## src/rtl/cam_pkg.sv

```systemverilog
// cam_pkg: shared types and constants for the camera stream transmitter.
// Holds the sequencer state enum, pixel width, byte order and bar colours.
package cam_pkg;

  localparam int PIX_W = 12;

  typedef enum logic [2:0] {
    ST_IDLE   = 3'd0,
    ST_VS     = 3'd1,
    ST_VBACK  = 3'd2,
    ST_ACTIVE = 3'd3,
    ST_HBLANK = 3'd4,
    ST_VFRONT = 3'd5
  } cam_state_e;

  // Byte phase within a pixel: low byte {0,B}, then high byte {R,G}.
  localparam logic BYTE_LO = 1'b0;
  localparam logic BYTE_HI = 1'b1;

  localparam logic [PIX_W-1:0] BAR_WHITE   = 12'hFFF;
  localparam logic [PIX_W-1:0] BAR_YELLOW  = 12'hFF0;
  localparam logic [PIX_W-1:0] BAR_CYAN    = 12'h0FF;
  localparam logic [PIX_W-1:0] BAR_GREEN   = 12'h0F0;
  localparam logic [PIX_W-1:0] BAR_MAGENTA = 12'hF0F;
  localparam logic [PIX_W-1:0] BAR_RED     = 12'hF00;
  localparam logic [PIX_W-1:0] BAR_BLUE    = 12'h00F;
  localparam logic [PIX_W-1:0] BAR_BLACK   = 12'h000;

  function automatic logic [PIX_W-1:0] bar_color(input logic [2:0] idx);
    case (idx)
      3'd0:    return BAR_WHITE;
      3'd1:    return BAR_YELLOW;
      3'd2:    return BAR_CYAN;
      3'd3:    return BAR_GREEN;
      3'd4:    return BAR_MAGENTA;
      3'd5:    return BAR_RED;
      3'd6:    return BAR_BLUE;
      default: return BAR_BLACK;
    endcase
  endfunction

endpackage

```

## src/rtl/cam_tx_timing.sv

```systemverilog
// cam_tx_timing: frame/line sequencer. In: PCLK, RESET (async high), EN.
// Out: in_vs, in_active, byte0/byte1 strobes, frame_end, pix_x (pattern builds).
module cam_tx_timing
  import cam_pkg::*;
#(
  parameter int H_ACTIVE    = 176,
  parameter int V_ACTIVE    = 144,
  parameter int H_BLANK     = 32,
  parameter int VSYNC_LINES = 1,
  parameter int V_BACK      = 2,
  parameter int V_FRONT     = 2
) (
  input  logic       PCLK,
  input  logic       RESET,
  input  logic       EN,
  output logic       in_vs,
  output logic       in_active,
  output logic       byte0,
  output logic       byte1,
`ifdef CAM_TX_TEST_PATTERN_EN
  output logic [8:0] pix_x,
`endif
  output logic       frame_end
);

  localparam int LINE    = 2*H_ACTIVE + H_BLANK;
  localparam int VS_END  = VSYNC_LINES - 1;
  localparam int VB_END  = VSYNC_LINES + V_BACK - 1;
  localparam int ACT_END = VB_END + V_ACTIVE;
  localparam int VF_END  = ACT_END + V_FRONT;

  cam_state_e state;
  // pcnt: cycle within the line; lcnt: line within the frame.
  logic [9:0] pcnt;
  logic [8:0] lcnt;
  logic       eol;

  assign eol = (pcnt == 10'(LINE-1));

  always_ff @(posedge PCLK or posedge RESET) begin
    if (RESET) begin
      state <= ST_IDLE;
      pcnt  <= '0;
      lcnt  <= '0;
    end else begin
      pcnt <= eol ? '0 : pcnt + 10'd1;
      if (eol) lcnt <= lcnt + 9'd1;
      unique case (state)
        ST_IDLE: begin
          pcnt <= '0;
          lcnt <= '0;
          if (EN) state <= ST_VS;
        end
        ST_VS:
          if (eol && lcnt == 9'(VS_END)) state <= ST_VBACK;
        ST_VBACK:
          if (eol && lcnt == 9'(VB_END)) state <= ST_ACTIVE;
        ST_ACTIVE:
          if (pcnt == 10'(2*H_ACTIVE-1)) state <= ST_HBLANK;
        ST_HBLANK:
          if (eol)
            state <= (lcnt == 9'(ACT_END)) ? ST_VFRONT : ST_ACTIVE;
        ST_VFRONT:
          if (eol && lcnt == 9'(VF_END)) begin
            lcnt  <= '0;
            state <= EN ? ST_VS : ST_IDLE;
          end
        default: state <= ST_IDLE;
      endcase
    end
  end

  assign in_vs     = (state == ST_VS);
  assign in_active = (state == ST_ACTIVE);
  assign byte0     = in_active && (pcnt[0] == BYTE_LO);
  assign byte1     = in_active && (pcnt[0] == BYTE_HI);
  assign frame_end = (state == ST_VFRONT) && eol
                     && (lcnt == 9'(VF_END));
`ifdef CAM_TX_TEST_PATTERN_EN
  assign pix_x = pcnt[9:1];
`endif

endmodule

```

## src/rtl/cam_stream_tx.sv

```systemverilog
// cam_stream_tx: 12-bit RGB444 pixels to an 8-bit VSYNC/HREF camera bus.
// In: PCLK, RESET, EN, PIX_DATA/PIX_VALID (+PAT_SEL if CAM_TX_TEST_PATTERN_EN).
// Out: PIX_READY, DATA, VSYNC, HREF, UNDERRUN (sticky), FRAME_DONE.
module cam_stream_tx
  import cam_pkg::*;
#(
  parameter int H_ACTIVE    = 176,
  parameter int V_ACTIVE    = 144,
  parameter int H_BLANK     = 32,
  parameter int VSYNC_LINES = 1,
  parameter int V_BACK      = 2,
  parameter int V_FRONT     = 2
) (
  input  logic             PCLK,
  input  logic             RESET,
  input  logic             EN,
  input  logic [PIX_W-1:0] PIX_DATA,
  input  logic             PIX_VALID,
`ifdef CAM_TX_TEST_PATTERN_EN
  input  logic             PAT_SEL,
`endif
  output logic             PIX_READY,
  output logic [7:0]       DATA,
  output logic             VSYNC,
  output logic             HREF,
  output logic             UNDERRUN,
  output logic             FRAME_DONE
);

  logic             in_vs;
  logic             in_active;
  logic             byte0;
  logic             byte1;
  logic             frame_end;
  logic             pat;
  logic             full;
  logic [PIX_W-1:0] hold;
  logic [7:0]       cur_hi;
  logic [PIX_W-1:0] src;
  logic             starve;
  logic             xfer;

`ifdef CAM_TX_TEST_PATTERN_EN
  logic [8:0] pix_x;
  logic [2:0] bar;
  assign pat = PAT_SEL;
  assign bar = 3'((int'(pix_x) * 8) / H_ACTIVE);
`else
  assign pat = 1'b0;
`endif

  cam_tx_timing #(
    .H_ACTIVE    (H_ACTIVE),
    .V_ACTIVE    (V_ACTIVE),
    .H_BLANK     (H_BLANK),
    .VSYNC_LINES (VSYNC_LINES),
    .V_BACK      (V_BACK),
    .V_FRONT     (V_FRONT)
  ) u_timing (
    .PCLK      (PCLK),
    .RESET     (RESET),
    .EN        (EN),
    .in_vs     (in_vs),
    .in_active (in_active),
    .byte0     (byte0),
    .byte1     (byte1),
`ifdef CAM_TX_TEST_PATTERN_EN
    .pix_x     (pix_x),
`endif
    .frame_end (frame_end)
  );

  assign PIX_READY = ~RESET & ~full & ~pat;
  assign xfer      = PIX_VALID & PIX_READY;

  // Pixel taken at byte 0: holding register, black on starvation,
  // or the colour bar when the pattern source is selected.
  always_comb begin
    src    = full ? hold : '0;
    starve = ~full;
`ifdef CAM_TX_TEST_PATTERN_EN
    if (PAT_SEL) begin
      src    = bar_color(bar);
      starve = 1'b0;
    end
`endif
  end

  always_ff @(posedge PCLK or posedge RESET) begin
    if (RESET) begin
      full       <= 1'b0;
      hold       <= '0;
      cur_hi     <= '0;
      DATA       <= '0;
      HREF       <= 1'b0;
      VSYNC      <= 1'b0;
      FRAME_DONE <= 1'b0;
      UNDERRUN   <= 1'b0;
    end else begin
      HREF       <= in_active;
      VSYNC      <= in_vs;
      FRAME_DONE <= frame_end;
      // A write only lands in an empty register, so a write on a
      // byte-0 cycle is held for the next pixel.
      if (xfer) begin
        hold <= PIX_DATA;
        full <= 1'b1;
      end else if (byte0 && !pat) begin
        full <= 1'b0;
      end
      if (byte0) begin
        cur_hi <= src[11:4];
        if (starve) UNDERRUN <= 1'b1;
      end
      unique case (1'b1)
        byte0:   DATA <= {4'h0, src[3:0]};
        byte1:   DATA <= cur_hi;
        default: DATA <= '0;
      endcase
    end
  end

endmodule

```

## config.mk

```make
export PLATFORM = sky130hd
export DESIGN_NAME = cam_stream_tx
export DESIGN_NICKNAME = d
export VERILOG_FILES = /design/src/rtl/cam_pkg.sv /design/src/rtl/cam_tx_timing.sv /design/src/rtl/cam_stream_tx.sv
export SDC_FILE = /design/constraint.sdc
export NUM_CORES = 1
export LEC_CHECK = 0
export ABC_AREA = 1
export BUFFER_PORTS_ARGS = -buffer_cell sky130_fd_sc_hd__clkbuf_2
export CORE_MARGIN = 10
export CORE_UTILIZATION = 52
export DETAILED_ROUTE_END_ITERATION = 6
export HOLD_SLACK_MARGIN = 0.03
export PLACE_DENSITY = 0.73
export SYNTH_ARGS = -nofsm -noshare
export SYNTH_HDL_FRONTEND = slang
export SYNTH_SLANG_ARGS = --single-unit
```

## constraint.sdc

```tcl
create_clock -name PCLK -period 1.9 [get_ports PCLK]
set_input_delay 0.57 -clock PCLK [delete_from_list [all_inputs] [get_ports PCLK]]
set_output_delay 0.57 -clock PCLK [all_outputs]
set_load 0.05 [all_outputs]
```

* Word-level counts from Yosys, hierarchy flattened
Index checks and enable logic that the tools add are counted.
** Storage, ports and cells
- Input port bits :: 16
- Logic and storage cells :: 64
- Register bits :: 55
- Output and inout port bits :: 13
** Cells by class
- Bitwise logic cells :: 5
- Reduce and logical (&&, ||, !) cells :: 12
- Muxes and demuxes :: 18
- $add $sub $neg :: 2
- Equal/unequal tests :: 16
** Operators with widths (number)
- 3-bit two-way mux :: 7
- 10-bit by 9-bit equality test with 1-bit output (second input constant) :: 2
- 10-bit two-way mux :: 2
- 9-bit by 8-bit equality test with 1-bit output (second input constant) :: 2
- 9-bit two-way mux :: 2
- 3-bit case mux with 6 select lines :: 1
- 9-bit case mux with 2 select lines :: 1
- 8-bit case mux with 2 select lines :: 1
- 12-bit two-way mux :: 1
- 10-bit by 1-bit adder with 10-bit output (second input constant) :: 1
- 2-bit by 1-bit != test with 1-bit output (second input constant) :: 5
- 9-bit by 1-bit adder with 9-bit output (second input constant) :: 1
- 9-bit by 2-bit equality test with 1-bit output (second input constant) :: 1
- 9-bit logical NOT :: 1
- 1-bit logical AND :: 7
- 3-bit by 2-bit equality test with 1-bit output (second input constant) :: 2
- 3-bit equality test (second input constant) :: 2
- 6-bit AND reduction :: 1
- 3-bit by 1-bit equality test with 1-bit output (second input constant) :: 1
- 3-bit logical NOT :: 1
- 1-bit two-way mux :: 3
- 1-bit NOT :: 3
- 1-bit bitwise AND :: 2
- 2-bit != test (second input constant) :: 1
- 2 further kinds :: 2

* Longest topological paths before layout
Gate-level depths: netlist (run 1).
- Depth after elaboration :: 4
- Mapped depth :: 11
- Depth with buffers taken out :: 11

* Modules after synthesis
A second synthesis (run 1) with hierarchy kept.
** Unflattened totals
- Cells, all modules :: 309
- Area total of the unflattened synthesis :: 2595.0 um2
** By module, submodules not included
- cam_tx_timing :: area each 1350.0 um2, cells each 183, times used 1, sequential area each 550.5 um2
- cam_stream_tx :: area each 1244.9 um2, cells each 126, times used 1, sequential area each 825.8 um2

* Least setup slack after synthesis (run 1)
OpenSTA, ideal clock, no wires.
- Path kind :: input -> register
- Start point :: in RESET
- End point :: reg hold[4]
- Library setup time :: 0.125 ns
- Stages on the path :: 4
- Buffers on the path :: 1
- Required time :: 1.775 ns
- Path slack :: -0.373 ns
- Arrival :: 2.148 ns
- Cells stage by stage :: nor2_1 nand2_1 buf_2 mux2_2
** On the way
- Word-level cells in the longest chain between the ends :: 3
** RTL lines
- start: declaration :: line cam_stream_tx.sv:15 : input logic RESET,
- 1-bit NOT :: line cam_stream_tx.sv:73 : assign PIX_READY = ~RESET & ~full & ~pat;
- 1-bit bitwise AND :: line cam_stream_tx.sv:73
- 1-bit bitwise AND :: line cam_stream_tx.sv:74 : assign xfer = PIX_VALID & PIX_READY;
- end signal: assignment :: line cam_stream_tx.sv:92 : hold <= '0;
- end signal: assignment :: line cam_stream_tx.sv:106 : hold <= PIX_DATA;
- end: declaration :: line cam_stream_tx.sv:37 : logic [PIX_W-1:0] hold;
Every way passes these cells.
A chain may end at the register's enable or synchronous reset.

* Worst setup path after layout (run 1)
- Start point :: reg full
- End point :: out PIX_READY
** On the way
- Word-level cells in the longest chain between the ends :: 2
** RTL lines
- start: declaration :: line cam_stream_tx.sv:36 : logic full;
- start signal: assignment :: line cam_stream_tx.sv:91 : full <= 1'b0;
- start signal: assignment :: line cam_stream_tx.sv:107 : full <= 1'b1;
- start signal: assignment :: line cam_stream_tx.sv:109 : full <= 1'b0;
- 1-bit NOT (no source line)
- 1-bit bitwise AND :: line cam_stream_tx.sv:73
- end: declaration :: line cam_stream_tx.sv:22 : output logic PIX_READY,
Every way passes these cells.

==> results of run 1 <==
cells by family (layout without fill, tap and decap cells):
family,Yosys count,after routing,synth area share
buf+inv,48,85,0.0760
compound gates,30,30,0.0702
mux,8,8,0.0346
xor+xnor,8,8,0.0269
flops,55,55,0.529
simple gates,140,140,0.244
fa+ha+maj,4,4,0.0192
through the flow:
stage	utilization	hold WS (ns)	total power [mW]	setup slack, ns	instance area, µm²
2_1_floorplan	-	0.457	2.63	0.207	2610
3_3_place_gp	0.598	0.473	2.91	0.276	2860
3_5_place_dp	0.598	0.483	2.94	0.203	2860
4_1_cts	0.616	0.251	3.59	0.176	2950
5_1_grt	0.616	0.263	3.83	0.0202	2950
6_report	0.616	0.248	3.54	0.188	2950
layer usage:
layer  global-route usage  part of all wire  vias up  routed length, µm
met5                    0                 0        -                  0
met4               0.0358             0.012        0                 55
met3               0.0341             0.037        6                170
met2                0.196              0.49       24               2260
met1                0.151              0.47      880               2170
li1                     -                 -      998                  -
registers in the layout, summed over array words and instances (netlist names):
| name | flops |
|---|---|
| u_timing.pcnt | 10 |
| FRAME_DONE | 1 |
| VSYNC | 1 |
| hold | 12 |
| full | 1 |
| u_timing.lcnt | 9 |
| DATA | 8 |
| HREF | 1 |
| cur_hi | 8 |
| UNDERRUN | 1 |
| u_timing.state | 3 |
final cells by class:
class	instances	area, µm²	share of cell area
flip-flops and latches	55	1380	0.467
multi-input cells	190	1040	0.351
repair buffers	33	190	0.0645
inverters	44	174	0.0590
well taps	67	83.8	0.0284
clock buffers	5	68.8	0.0233
clock inverters	3	18.8	0.00637
Yosys cell counts, drive strengths merged:
library cell | n | area share
a21oi | 8 | 0.015
a2bb2oi | 2 | 0.0067
a31o | 1 | 0.0034
buf | 3 | 0.0091
clkbuf | 1 | 0.0014
clkinv | 1 | 0.0034
dfrtp | 55 | 0.53
ha | 4 | 0.019
inv | 43 | 0.062
mux2 | 8 | 0.035
nand2 | 60 | 0.090
nand3 | 21 | 0.042
nand4 | 2 | 0.0048
nor2 | 48 | 0.082
nor3 | 7 | 0.017
nor3b | 2 | 0.0077
o21ai | 14 | 0.028
o21bai | 1 | 0.0029
o32ai | 4 | 0.013
xnor2 | 1 | 0.0034
xor2 | 7 | 0.024
worst paths after layout:
path                                   from                to  cells past startpoint
min reg2reg                       cur_hi[6]           DATA[6]                      2
max                                    full         PIX_READY                      2
max reg2reg                u_timing.pcnt[0]  u_timing.lcnt[3]                      8
min in group PCLK               PIX_DATA[9]           hold[9]                      2
min                                   RESET           DATA[1]                      2
max in group asynchronous             RESET        FRAME_DONE                      3
worst max-delay path: cells and delay by family, from the launching register on:
kind,cells,cell delay [ns]
buffers and inverters,1,0.28
DFF,1,0.43
and+or+nand+nor,1,0.12
where the power goes:
| part | total (mW) | switching (mW) | leakage, nW | internal [mW] |
|---|---|---|---|---|
| Clock | 0.645 | 0.384 | 0.0483 | 0.261 |
| Combinational | 1.24 | 0.824 | 0.681 | 0.417 |
| Sequential | 1.66 | 0.160 | 0.715 | 1.50 |
==> run_results.csv, run 1 <==
group,metric,value,unit
clocking,clockBufferDepth,2,
finish,final_common_cell,"nand2_1",
logic_synthesis,synth_warnings,0,
global_route,grt_remaining_overflow,0,
clocking,cts-hold-fix-buffers,0,
global_route,first_global_vias,1868,
worst_hold_path,holdCritPathClass,"in -> async",
critical_path,slowest_stage,"dfrtp_1",
finish,instances_no_fill,397,
logic_synthesis,ys_types,33,
critical_path,critical_path.endpoint_type,"output pin",
critical_path,path_cells,"nor2_4 -> clkbuf_2",
floorplan,die_w,90.7,µm
floorplan,die_y,90.7,µm
logic_synthesis,synth-seq-cells,55,
floorplan,rows,25,
drt,drc_errors,0,
floorplan,core-area,4790,µm²
clocking,cts_setup_buffers,0,
critical_path,crit_path_start_kind,"flop",
floorplan,initial_core_util,0.544,
critical_path,cp_max_fo,2,
status,outcome,"completed",
floorplan,ios,29,
global_route,grt_pass1_wl,8400,µm
finish,n_antenna_cell,0,
timing,max_freq,584,MHz
power_and_ir_drop,power.density,1200,nW/µm²
clocking,clock-root-buffer,"clkbuf_8",
drt,wl,4650,µm
finish,layout_common_cells,"nand2_1 (58), dfrtp_1 (55), nor2_1 (40)",
clocking,cts_resized,0,
drt,routed_via_density,4.81,
logic_synthesis,syn_inst,293,
clocking,cts_made_buffers,5,
global_route,grt_max_degree,30,
critical_path,r2r_setup_slack,0.21,ns
global_route,gr-usage-all-layers,0.121,
drt,ant_nets,0,
finish,final_nets,349,
critical_path,cp.required,1.33,ns
critical_path,cp.arrival,1.14,ns
placed_design,dp_hpwl,3550,µm
power_and_ir_drop,power.leakage,1.44,nW
drt,wl_per_cell,11.7,µm
critical_path,crit_path_max_incr_delay,0.43,ns
clocking,insertion_delay,0.31,ns
placed_design,numPortBuffers,28,
drt,vias,1908,
finish,area_growth_syn_to_layout,13.3,%
timing,fin_skew,0.00629,ns
power_and_ir_drop,ir_worst_vdd,0.821,mV
timing,tightest_slew,0.367,ns
clocking,cts.reportedPaths.clkPinSlew,0.10,ns
clocking,cts.sinks,55,
clocking,cts_max_level,2,
placed_design,dp_cells,389,
floorplan,dieArea,8230,µm²
placed_design,place.gp.congestion,0.882,
timing,setup_violations,0,
drt,drtIter0Drc,82,
drt,first_pass_iters,4,
global_route,antenna_found_initial,0,
timing,hold_viol,0,
finish,drive_gt1_frac,0.221,
timing,period_share,0.901,
timing,drv_slew,0,
clocking,cts_tree,"yes",
logic_synthesis,synth_fp_nets,313,
job,cap_violations,0,
critical_path,timing_worst_setup_path_type,"reg -> out",
timing,grt_setup_unrepaired,"false",
timing,fin_crit,1.71,ns
logic_synthesis,ys_seq_area_frac,0.529,
finish,fillers,413,
timing,tns,0,ns
timing,relSlewSlack,0.755,
logic_synthesis,avgSynthCellArea,8.88,µm²
logic_synthesis,netlist_area,2600,µm²
(Power assumes the default switching activity.)
==> run 2: changes to the inputs <==
--- a/config.mk
+++ b/config.mk
@@ -12,6 +12,7 @@
 export DETAILED_ROUTE_END_ITERATION = 6
 export HOLD_SLACK_MARGIN = 0.03
 export PLACE_DENSITY = 0.73
+export RECOVER_POWER = 25
 export SYNTH_ARGS = -nofsm -noshare
 export SYNTH_HDL_FRONTEND = slang
 export SYNTH_SLANG_ARGS = --single-unit
==> run_results.csv, run 2 (synthesis results as in run 1) <==
group,metric,value,unit
clocking,cts_made_buffers,5,
critical_path,cp_max_fo,2,
timing,setup_violations,0,
clocking,cts-hold-fix-buffers,0,
clocking,cts.reportedPaths.clkPinSlew,0.10,ns
power_and_ir_drop,finalPower,3.54,mW
critical_path,crit_path_start_kind,"flop",
finish,reg.largest.list,"hold (12), u_timing.pcnt (10), u_timing.lcnt (9)",
timing,setup_slack,0.188,ns
global_route,antenna_found_initial,0,
drt,ant_nets,0,
drt,routed_via_density,4.82,
clocking,cts_setup_buffers,0,
timing,hold_viol,0,
floorplan,rows,25,
global_route,grt_max_degree,30,
clocking,cts_tree,"yes",
finish,final_nets,349,
critical_path,cp.arrival,1.14,ns
drt,vias,1915,
clocking,cts_max_level,2,
clocking,cts.sinks,55,
timing,tns,0,ns
floorplan,die_w,90.7,µm
status,outcome,"completed",
power_and_ir_drop,power.leakage,1.44,nW
clocking,clockBufferDepth,2,
global_route,grt_pass1_wl,8400,µm
power_and_ir_drop,power.density,1210,nW/µm²
timing,relSlewSlack,0.539,
finish,final-seq-area,1380,µm²
finish,n_antenna_cell,0,
floorplan,initial_core_util,0.544,
global_route,grt_remaining_overflow,0,
critical_path,timing_worst_setup_path_type,"reg -> out",
placed_design,pre_cts_ws,0.203,ns
timing,max_freq,584,MHz
drt,drtIter0Drc,81,
clocking,insertion_delay,0.31,ns
worst_hold_path,holdCritPathClass,"in -> async",
finish,drive_gt1_frac,0.218,
timing,fin_skew,0.00648,ns
finish,area_growth_syn_to_layout,12.5,%
placed_design,numPortBuffers,28,
timing,tightest_slew,0.692,ns
finish,multi_input_area,1040,µm²
timing,drv_slew,0,
drt,drc_errors,0,
critical_path,critical_path.endpoint_type,"output pin",
power_and_ir_drop,ir_worst_vdd,0.823,mV
critical_path,cp.required,1.33,ns
finish,final_common_cell,"nand2_1",
clocking,clock-root-buffer,"clkbuf_8",
floorplan,dieArea,8230,µm²
timing,fin_crit,1.71,ns
global_route,gr-usage-all-layers,0.121,
finish,layout_common_cells,"nand2_1 (58), dfrtp_1 (55), nor2_1 (40)",
drt,first_pass_iters,4,
floorplan,core-area,4790,µm²
finish,fin_util,0.612,
global_route,first_global_vias,1868,
clocking,cts_resized,0,
floorplan,die_y,90.7,µm
timing,period_share,0.901,
job,cap_violations,0,
placed_design,dp_hpwl,3550,µm
timing,grt_setup_unrepaired,"false",
placed_design,place.gp.congestion,0.882,
drt,wl,4640,µm
floorplan,ios,29,
finish,fillers,417,
finish,largest_reg_flops,12,
drt,wl_per_cell,11.7,µm
finish,top_register,"hold",
run 2: cell count changes in the layout (fill, tap and decap cells not counted), sizes merged:
cell | before | now
buf | 5 | 4
clkbuf | 33 | 34
run 2: final cells by class:
type                    count  area share
clock buffers               5      0.0235
clock inverters             3     0.00641
inverters                  44      0.0585
well taps                  67      0.0286
multi-input cells         190       0.354
flip-flops and latches     55       0.470
repair buffers             33      0.0594
run 2: report_power, final:
group          switching (mW)  total [mW]  internal (mW)
clock network           0.385       0.645          0.261
registers               0.161        1.66           1.50
logic                   0.824        1.24          0.413
run 2: worst paths after layout:
kind                                  startpoint                end  slack [ns]  depth (start not counted)
min in group PCLK                    PIX_DATA[9]            hold[9]        0.49                          2
worst max-delay path                        full          PIX_READY        0.19                          2
worst max register to register  u_timing.pcnt[0]   u_timing.lcnt[3]        0.21                          8
worst min register to register         cur_hi[4]            DATA[4]        0.50                          2
worst min-delay path                       RESET            DATA[1]        0.33                          2
max in group asynchronous                  RESET  u_timing.state[2]        0.52                          3
run 2: critical path, cell delays in order (launching register included):
cell and delay, ns:
dfrtp_1 0.43, nor2_4 0.12, clkbuf_2 0.28
run 2: metal layers:
metal / vias up / track usage / share of wire
met5: - / 0 / 0
met4: 0 / 0.0358 / 0.012
met3: 6 / 0.0341 / 0.035
met2: 23 / 0.196 / 0.49
met1: 890 / 0.151 / 0.47
li1: 996 / - / -
run 2: stage by stage:
stage               instance area, µm²  hold WS, ns  instances
floorplan                         2610        0.457        293
global placement                  2860        0.473        389
detailed placement                2860        0.483        389
CTS                               2950        0.251        397
global route                      2930        0.375        397
finish                            2930        0.333        397
